### src/rtl/encoder_frame_ctrl.sv
// Frame sequencer for the K=3/K=7 convolutional encoder: accepts one frame,
// clears the encoder, shifts data MSB first plus zero tail bits, and streams symbols out.
module encoder_frame_ctrl #(
    parameter int FRAME_LEN = 8
) (
    input  logic                 clk,
    input  logic                 rst,
    input  logic [FRAME_LEN-1:0] frame_data,
    input  logic                 frame_valid,
    output logic                 frame_ready,
    input  logic                 cl_sel,
    output logic                 enc_cl,
    output logic                 enc_clear,
    output logic                 enc_shift,
    output logic                 enc_bit,
    input  logic                 enc_out1,
    input  logic                 enc_out2,
    output logic                 sym_valid,
    input  logic                 sym_ready,
    output logic [1:0]           sym_data,
    output logic                 done
);

    localparam int CNT_W = $clog2(FRAME_LEN + 8);

    typedef enum logic [2:0] {
        IDLE,
        CLEAR,
        DATA,
        TAIL,
        DRAIN
    } state_t;

    state_t               state;
    logic [FRAME_LEN-1:0] shreg;
    logic [CNT_W-1:0]     cnt;
    logic                 slot_free;
    logic                 shifting;
    logic                 handshake;
    logic                 last_data;
    logic                 last_tail;

    // A shift may only happen when the one-symbol output slot is empty or draining now.
    assign slot_free = !sym_valid || sym_ready;
    assign shifting  = ((state == DATA) || (state == TAIL)) && slot_free;
    assign handshake = sym_valid && sym_ready;
    assign last_data = (cnt == CNT_W'(FRAME_LEN - 1));
    assign last_tail = (cnt == (enc_cl ? CNT_W'(5) : CNT_W'(1)));

    assign enc_shift = shifting;
    assign enc_bit   = (state == DATA) && slot_free && shreg[FRAME_LEN-1];
    assign sym_data  = {enc_out1, enc_out2};
    assign done      = (state == DRAIN) && handshake;

    always_ff @(posedge clk) begin
        if (!rst) begin
            state       <= IDLE;
            frame_ready <= 1'b1;
            enc_clear   <= 1'b0;
            enc_cl      <= 1'b0;
            sym_valid   <= 1'b0;
            shreg       <= '0;
            cnt         <= '0;
        end else begin
            enc_clear <= 1'b0;

            // A new shift refills the slot even if the old symbol leaves this cycle.
            if (shifting) begin
                sym_valid <= 1'b1;
            end else if (sym_ready) begin
                sym_valid <= 1'b0;
            end

            case (state)
                IDLE: begin
                    if (frame_valid && frame_ready) begin
                        shreg       <= frame_data;
                        enc_cl      <= cl_sel;
                        frame_ready <= 1'b0;
                        enc_clear   <= 1'b1;
                        state       <= CLEAR;
                    end
                end
                CLEAR: begin
                    cnt   <= '0;
                    state <= DATA;
                end
                DATA: begin
                    if (shifting) begin
                        shreg <= shreg << 1;
                        if (last_data) begin
                            cnt   <= '0;
                            state <= TAIL;
                        end else begin
                            cnt <= cnt + CNT_W'(1);
                        end
                    end
                end
                TAIL: begin
                    if (shifting) begin
                        if (last_tail) begin
                            cnt   <= '0;
                            state <= DRAIN;
                        end else begin
                            cnt <= cnt + CNT_W'(1);
                        end
                    end
                end
                DRAIN: begin
                    if (handshake) begin
                        frame_ready <= 1'b1;
                        state       <= IDLE;
                    end
                end
                default: state <= IDLE;
            endcase
        end
    end

endmodule

### config.mk
export PLATFORM = sky130hd
export DESIGN_NAME = encoder_frame_ctrl
export DESIGN_NICKNAME = d
export VERILOG_FILES = /design/src/rtl/encoder_frame_ctrl.sv
export SDC_FILE = /design/constraint.sdc
export NUM_CORES = 1
export LEC_CHECK = 0
export BUFFER_PORTS_ARGS = -buffer_cell sky130_fd_sc_hd__buf_2
export CAP_MARGIN = 20
export CORE_ASPECT_RATIO = 1.5
export CORE_MARGIN = 3
export CORE_UTILIZATION = 52
export DETAILED_ROUTE_END_ITERATION = 10
export GPL_TIMING_DRIVEN = 0
export HOLD_SLACK_MARGIN = 0.08
export PLACE_DENSITY = 0.77
export SLEW_MARGIN = 20
export SYNTH_ARGS = -nofsm -noshare
export SYNTH_HDL_FRONTEND = slang
export SYNTH_SLANG_ARGS = --single-unit
### constraint.sdc
create_clock -name clk -period 1.9 [get_ports clk]
set_input_delay 0.095 -clock clk [delete_from_list [all_inputs] [get_ports clk]]
set_output_delay 0.095 -clock clk [all_outputs]
set_load 0.02 [all_outputs]
Yosys cells after proc, flatten, opt, wreduce, memory -nomap -nowiden
Index checks and enable logic that the tools add are counted.
{"block": "word_totals", "out_inout_bits": 9, "word_cells": 62, "inputBits": 15, "regBits": 19}
{"block": "classes", "reduce_logical": 20, "n_addsub": 1, "eq_ne": 12, "muxes": 22}
{"operator": "two-way mux 3 bit", "count": 7}
{"operator": "two-way mux 4 bit", "count": 4}
{"operator": "two-way mux 8 bit", "count": 2}
{"operator": "one-hot mux 8 bit (2 select lines)", "count": 1}
{"operator": "one-hot mux 3 bit (5 select lines)", "count": 1}
{"operator": "!= test 2 bit (second input constant)", "count": 6}
{"operator": "one-hot mux 4 bit (3 select lines)", "count": 1}
{"operator": "AND reduction 3 bit", "count": 3}
{"operator": "equality test 3 x 2 -> 1 bit (second input constant)", "count": 2}
{"operator": "logical AND 1 bit", "count": 6}
{"operator": "AND reduction 6 bit", "count": 1}
{"operator": "nonzero test 2 bit", "count": 3}
{"operator": "two-way mux 1 bit", "count": 5}
{"operator": "adder 4 x 1 -> 4 bit (second input constant)", "count": 1}
{"operator": "equality test 4 x 3 -> 1 bit", "count": 1}
{"operator": "equality test 4 x 3 -> 1 bit (second input constant)", "count": 1}
{"operator": "AND reduction 2 bit", "count": 2}
{"operator": "equality test 3 x 1 -> 1 bit (second input constant)", "count": 1}
{"operator": "equality test 3 bit (second input constant)", "count": 1}
{"operator": "logical NOT 3 bit", "count": 1}
{"operator": "nonzero test 3 bit", "count": 1}
{"operator": "logical OR 1 bit", "count": 2}
{"operator": "one-hot mux 1 bit (2 select lines)", "count": 1}
{"operator": "logical NOT 1 bit", "count": 1}

Logic depth before layout (Yosys ltp)
{"block": "depth", "depth_word": 5, "depth_mapped": 7, "mapped_depth_nobuf": 6}

Worst setup path before layout
Ideal clock, no wire load.
{"block": "synth_timing", "kind": "reg-to-reg", "from": "register sym_valid", "to": "register frame_ready", "path_buffers": 0, "required_ns": 1.839, "path_stages_with_launch": 4, "synth_period_minus_slack_ns": 1.638, "t_arrival_ns": 1.576, "path_slack_ns": 0.262, "cell_sequence": "dfxtp_1 -> nand2_1 -> nor4b_1 -> or3_1"}
{"block": "synth_via", "elab_chain_cells": 3}
{"element": "start: declaration", "line": "18", "source": "output logic sym_valid,"}
{"element": "start signal: assignment", "line": "61", "source": "sym_valid <= 1'b0;"}
{"element": "start signal: assignment", "line": "69", "source": "sym_valid <= 1'b1;"}
{"element": "start signal: assignment", "line": "71", "source": "sym_valid <= 1'b0;"}
{"element": "logical AND 1 bit", "line": "46", "source": "assign handshake = sym_valid && sym_ready;"}
{"element": "!= test 2 bit (no line)"}
{"element": "AND reduction 3 bit (no line)"}
{"element": "end signal: assignment", "line": "58", "source": "frame_ready <= 1'b1;"}
{"element": "end signal: assignment", "line": "79", "source": "frame_ready <= 1'b0;"}
{"element": "end signal: assignment", "line": "111", "source": "frame_ready <= 1'b1;"}
{"element": "end: declaration", "line": "10", "source": "output logic frame_ready,"}
Every way passes these cells.
A chain may end at the register's enable or synchronous reset.

Final worst setup path
{"block": "layout_timing", "from": "register state[0]", "to": "output enc_bit"}
{"block": "layout_via", "elab_chain_cells": 3}
{"element": "start: declaration", "line": "34", "source": "state_t state;"}
{"element": "start signal: assignment", "line": "57", "source": "state <= IDLE;"}
{"element": "start signal: assignment", "line": "81", "source": "state <= CLEAR;"}
{"element": "start signal: assignment", "line": "86", "source": "state <= DATA;"}
{"element": "equality test 3 x 2 -> 1 bit", "line": "51", "source": "assign enc_bit = (state == DATA) && slot_free && shreg[FRAME_LEN-1];"}
{"element": "logical AND 1 bit (2 in a row)", "line": "51"}
{"element": "end: declaration", "line": "15", "source": "output logic enc_bit,"}
Every way passes these cells.

==> tab_implementation.tex <==
\begin{tabular}{lr}
\hline
Metric & Value \\
\hline
\multicolumn{2}{l}{\textbf{Floorplanning}} \\
\quad Die Wd & approximately 42 um \\
\quad Area of the core & 1850 sq um \\
\quad Top Ports & 24 \\
\quad Initial standard-cell utilization of the core & between 50\% and 60\% \\
\quad Die Ht & roughly 61 um \\
\quad \# rows & 19 \\
\quad Floorplan die area & around 2600 sq um \\
\multicolumn{2}{l}{\textbf{Route}} \\
\quad DRC violation total after the first TritonRoute iteration & 14 \\
\quad Number of iterations in the first detailed-routing pass & 4 \\
\quad Number of remaining DRC errors & 0 \\
\quad Via density & approximately 5.6 \\
\quad Via count & 848 \\
\quad Routed wire per std cell & about 14 um \\
\quad Routed wire length & approximately 2100 um \\
\quad Final antenna-violating net count & 0 \\
\multicolumn{2}{l}{\textbf{Pwr}} \\
\quad Maximum resistive drop on vdd & around 0.00052 V \\
\quad Leakage & roughly 0.47 nW \\
\quad Power Dens Cells & between 800 and 900 nW/um\^{}2 \\
\multicolumn{2}{l}{\textbf{STA}} \\
\quad Worst slew pin tran & about 0.49 ns \\
\quad Final period util & roughly four fifths \\
\quad Minimum period implied by the final worst setup slack & 1.53 ns \\
\quad Max-slew violation count & 0 \\
\quad Slew headroom & slightly below 70\% \\
\quad Hold slack final & 0.103 ns \\
\quad Sum of negative setup slack & 0 ns \\
\quad Count of final hold-check violations & 0 \\
\quad Setup repair after global routing missed its margin & false \\
\quad Finish-stage setup viols & 0 \\
\quad Peak clock frequency supported by timing & about 0.65 GHz \\
\quad Largest clock skew in the final design & around 0.011 ns \\
\multicolumn{2}{l}{\textbf{Placed design}} \\
\quad Half-perimeter wire length of the detailed placement result & 1530 um \\
\quad Final weighted congestion in routability-driven placement & between 0.8 and 0.9 \\
\quad Total of buffers placed on input and output ports & 21 \\
\multicolumn{2}{l}{\textbf{Job}} \\
\quad Maxcap violations & 0 \\
\multicolumn{2}{l}{\textbf{Logic synthesis}} \\
\quad Dominant register cell in the synthesized netlist & sky130\_fd\_sc\_hd\_\_dfxtp\_1 \\
\quad Summed instance area of the synthesized netlist & between 1000 and 1500 sq um \\
\quad Average cell area after synthesis & approximately 10 sq um \\
\quad Yosys warning count & 0 \\
\quad Asr flop ratio synth & 0\% \\
\quad Post-synthesis sequential area ratio & 36.7\% \\
\quad Syn nets & between 100 and 150 \\
\quad Post-synthesis cell type count & 39 \\
\quad Number of synthesized flops with an enable pin & 0 \\
\quad Synth Instances & approximately 100 \\
\quad Yosys reg bits & 19 \\
\multicolumn{2}{l}{\textbf{Setup path}} \\
\quad CP required & between 1.5 and 2 ns \\
\quad Register-to-Register Path Depth & 6 \\
\quad Worst Path Max Fanout & 9 \\
\quad Setup Crit Path Kind & reg -> out \\
\quad Startpoint types & flip-flop \\
\quad Crit. End Element & output port \\
\quad Arrival time of data at the critical path endpoint & about 1.4 ns \\
\multicolumn{2}{l}{\textbf{Global route}} \\
\quad Total congestion overflow after global routing & 0 \\
\quad Largest net degree at the start of global routing & 13 \\
\quad Global Route Usage Sum & 17.9\% \\
\quad Number of antenna violations at the first check in global routing & 0 \\
\quad First-pass GRT wire length & between 3000 and 4000 um \\
\quad Via count of the first global-routing pass & 822 \\
\multicolumn{2}{l}{\textbf{Clocking}} \\
\quad Number of buffers inserted to repair setup after CTS & 0 \\
\quad Maximum buffer depth of the clock tree & 2 \\
\quad Clock Latency Late Sink & 0.31 ns \\
\quad Clock transition at the registers of the reported paths & roughly 0.12 ns \\
\quad CTS tree & done \\
\quad Number of sinks on the clock net & 19 \\
\quad Max H-tree Level & 1 \\
\quad Number of clock buffers inserted by TritonCTS & 3 \\
\quad Root buffer selected by CTS & sky130\_fd\_sc\_hd\_\_clkbuf\_4 \\
\quad Post-cts repair resize count & 0 \\
\multicolumn{2}{l}{\textbf{Run status}} \\
\quad Outcome & completed \\
\multicolumn{2}{l}{\textbf{Cells and area}} \\
\quad Area added between synthesis and finish & 17.5\% \\
\quad Commonest cells after routing, fill and taps aside & 22 x sky130\_fd\_sc\_hd\_\_buf\_2, 19 x sky130\_fd\_sc\_hd\_\_dfxtp\_1, 11 x sky130\_fd\_sc\_hd\_\_nor2\_1, 9 x sky130\_fd\_sc\_hd\_\_mux2i\_1 \\
\quad Share of cells above drive strength 1 & 32.8\% \\
\quad Leading cell type in the layout, fill and taps excluded & sky130\_fd\_sc\_hd\_\_buf\_2 \\
\quad Net total in the final layout & around 150 \\
\quad Antenna cell count & 0 \\
\multicolumn{2}{l}{\textbf{Hold path}} \\
\quad Hold path cells & 3 \\
\quad Class of the worst hold path & in -> reg \\
\hline
\end{tabular}
power by group:
group | internal (W) | leakage (nW) | switching (W)
Combinational | 0.000165 | 0.303 | 0.000188
Sequential | 0.000452 | 0.156 | 0.0000382
Clock | 0.0000805 | 0.0139 | 0.000137
Total | 0.000697 | 0.473 | 0.000364
layer usage:
layer / global-route usage [%] / wire [um]
met1: 19.7 / 860
met2: 31.8 / 1090
met3: 3.26 / 73
met4: 11.1 / 42
met5: 0 / 0
metrics by stage:
step | util [%] | power (W) | setup WS [ns] | std cells | cell area (sq um)
2_1_floorplan | - | 0.000773 | 0.262 | 104 | 1040
3_3_place_gp | 63.0 | 0.000840 | 0.466 | 146 | 1170
3_5_place_dp | 63.0 | 0.000849 | 0.417 | 146 | 1170
4_1_cts | 65.7 | 0.00106 | 0.361 | 152 | 1220
5_1_grt | 65.7 | 0.00112 | 0.264 | 152 | 1220
6_report | 65.7 | 0.00106 | 0.368 | 152 | 1220
worst max-delay path: stages (launching register included):
cell                      delay (ns)
sky130_fd_sc_hd__dfxtp_1        0.40
sky130_fd_sc_hd__nor3b_2        0.23
sky130_fd_sc_hd__buf_6          0.19
sky130_fd_sc_hd__and3_1         0.16
sky130_fd_sc_hd__buf_2          0.15
final timing paths:
| path | from | endpoint | slack (ns) |
|---|---|---|---|
| min | frame_data[5] | shreg[5] | 0.10 |
| max reg2reg | cnt[1] | state[0] | 0.37 |
| max | state[0] | enc_bit | 0.37 |
| min reg2reg | shreg[6] | shreg[6] | 0.51 |
synth_stat cells (2+ instances only):
library cell,n,area share (%)
sky130_fd_sc_hd__nor2_1,11,4.0
sky130_fd_sc_hd__nor2b_1,2,1.2
sky130_fd_sc_hd__buf_4,2,1.4
sky130_fd_sc_hd__inv_1,2,0.72
sky130_fd_sc_hd__ha_1,2,2.4
sky130_fd_sc_hd__a211oi_1,5,3.6
sky130_fd_sc_hd__nand2b_1,2,1.2
sky130_fd_sc_hd__nand4b_1,3,2.5
sky130_fd_sc_hd__a211oi_2,4,4.8
sky130_fd_sc_hd__nand4_1,2,1.2
sky130_fd_sc_hd__mux2i_1,9,8.7
sky130_fd_sc_hd__dfxtp_1,19,37
sky130_fd_sc_hd__nand3_1,3,1.4
sky130_fd_sc_hd__nand2_1,5,1.8
sky130_fd_sc_hd__nor2_2,3,1.8
sky130_fd_sc_hd__a21oi_1,5,2.4
sky130_fd_sc_hd__buf_6,2,2.2
sky130_fd_sc_hd__nor4b_1,2,1.7
sequential cells by signal (all words and copies together) (netlist names):
name	cells
cnt	4
sym_valid	1
shreg	8
frame_ready	1
enc_cl	1
enc_clear	1
state	3
layout make-up:
class | instances | area, sq um
inverter | 3 | 11.3
tap | 21 | 26.3
clock inverter | 1 | 7.51
multi-input combinational | 75 | 579
clock buffer | 3 | 22.5
timing repair buffer | 23 | 125
sequential | 19 | 380
fill | 156 | 636
buffer | 7 | 66.3
logic make-up (layout without fill, tap and decap cells):
kind of cell               Yosys count  after routing  synth area share, %
and+or+nand+nor                     41             41                 25.1
AOI/OAI and AO/OA                   22             22                 18.8
DFF                                 19             19                 36.7
buffers and inverters               10             37                 7.48
muxes                                9              9                 8.69
adders and majority gates            2              2                 2.41
xor gates and xnor gates             1              1                0.845
timing repair:
item	CTS	global route
endpoints found under the setup margin	0	0
hold buffers	2	0
hold endpoints to repair	2	0
Power figures use the tool's default switching activity.
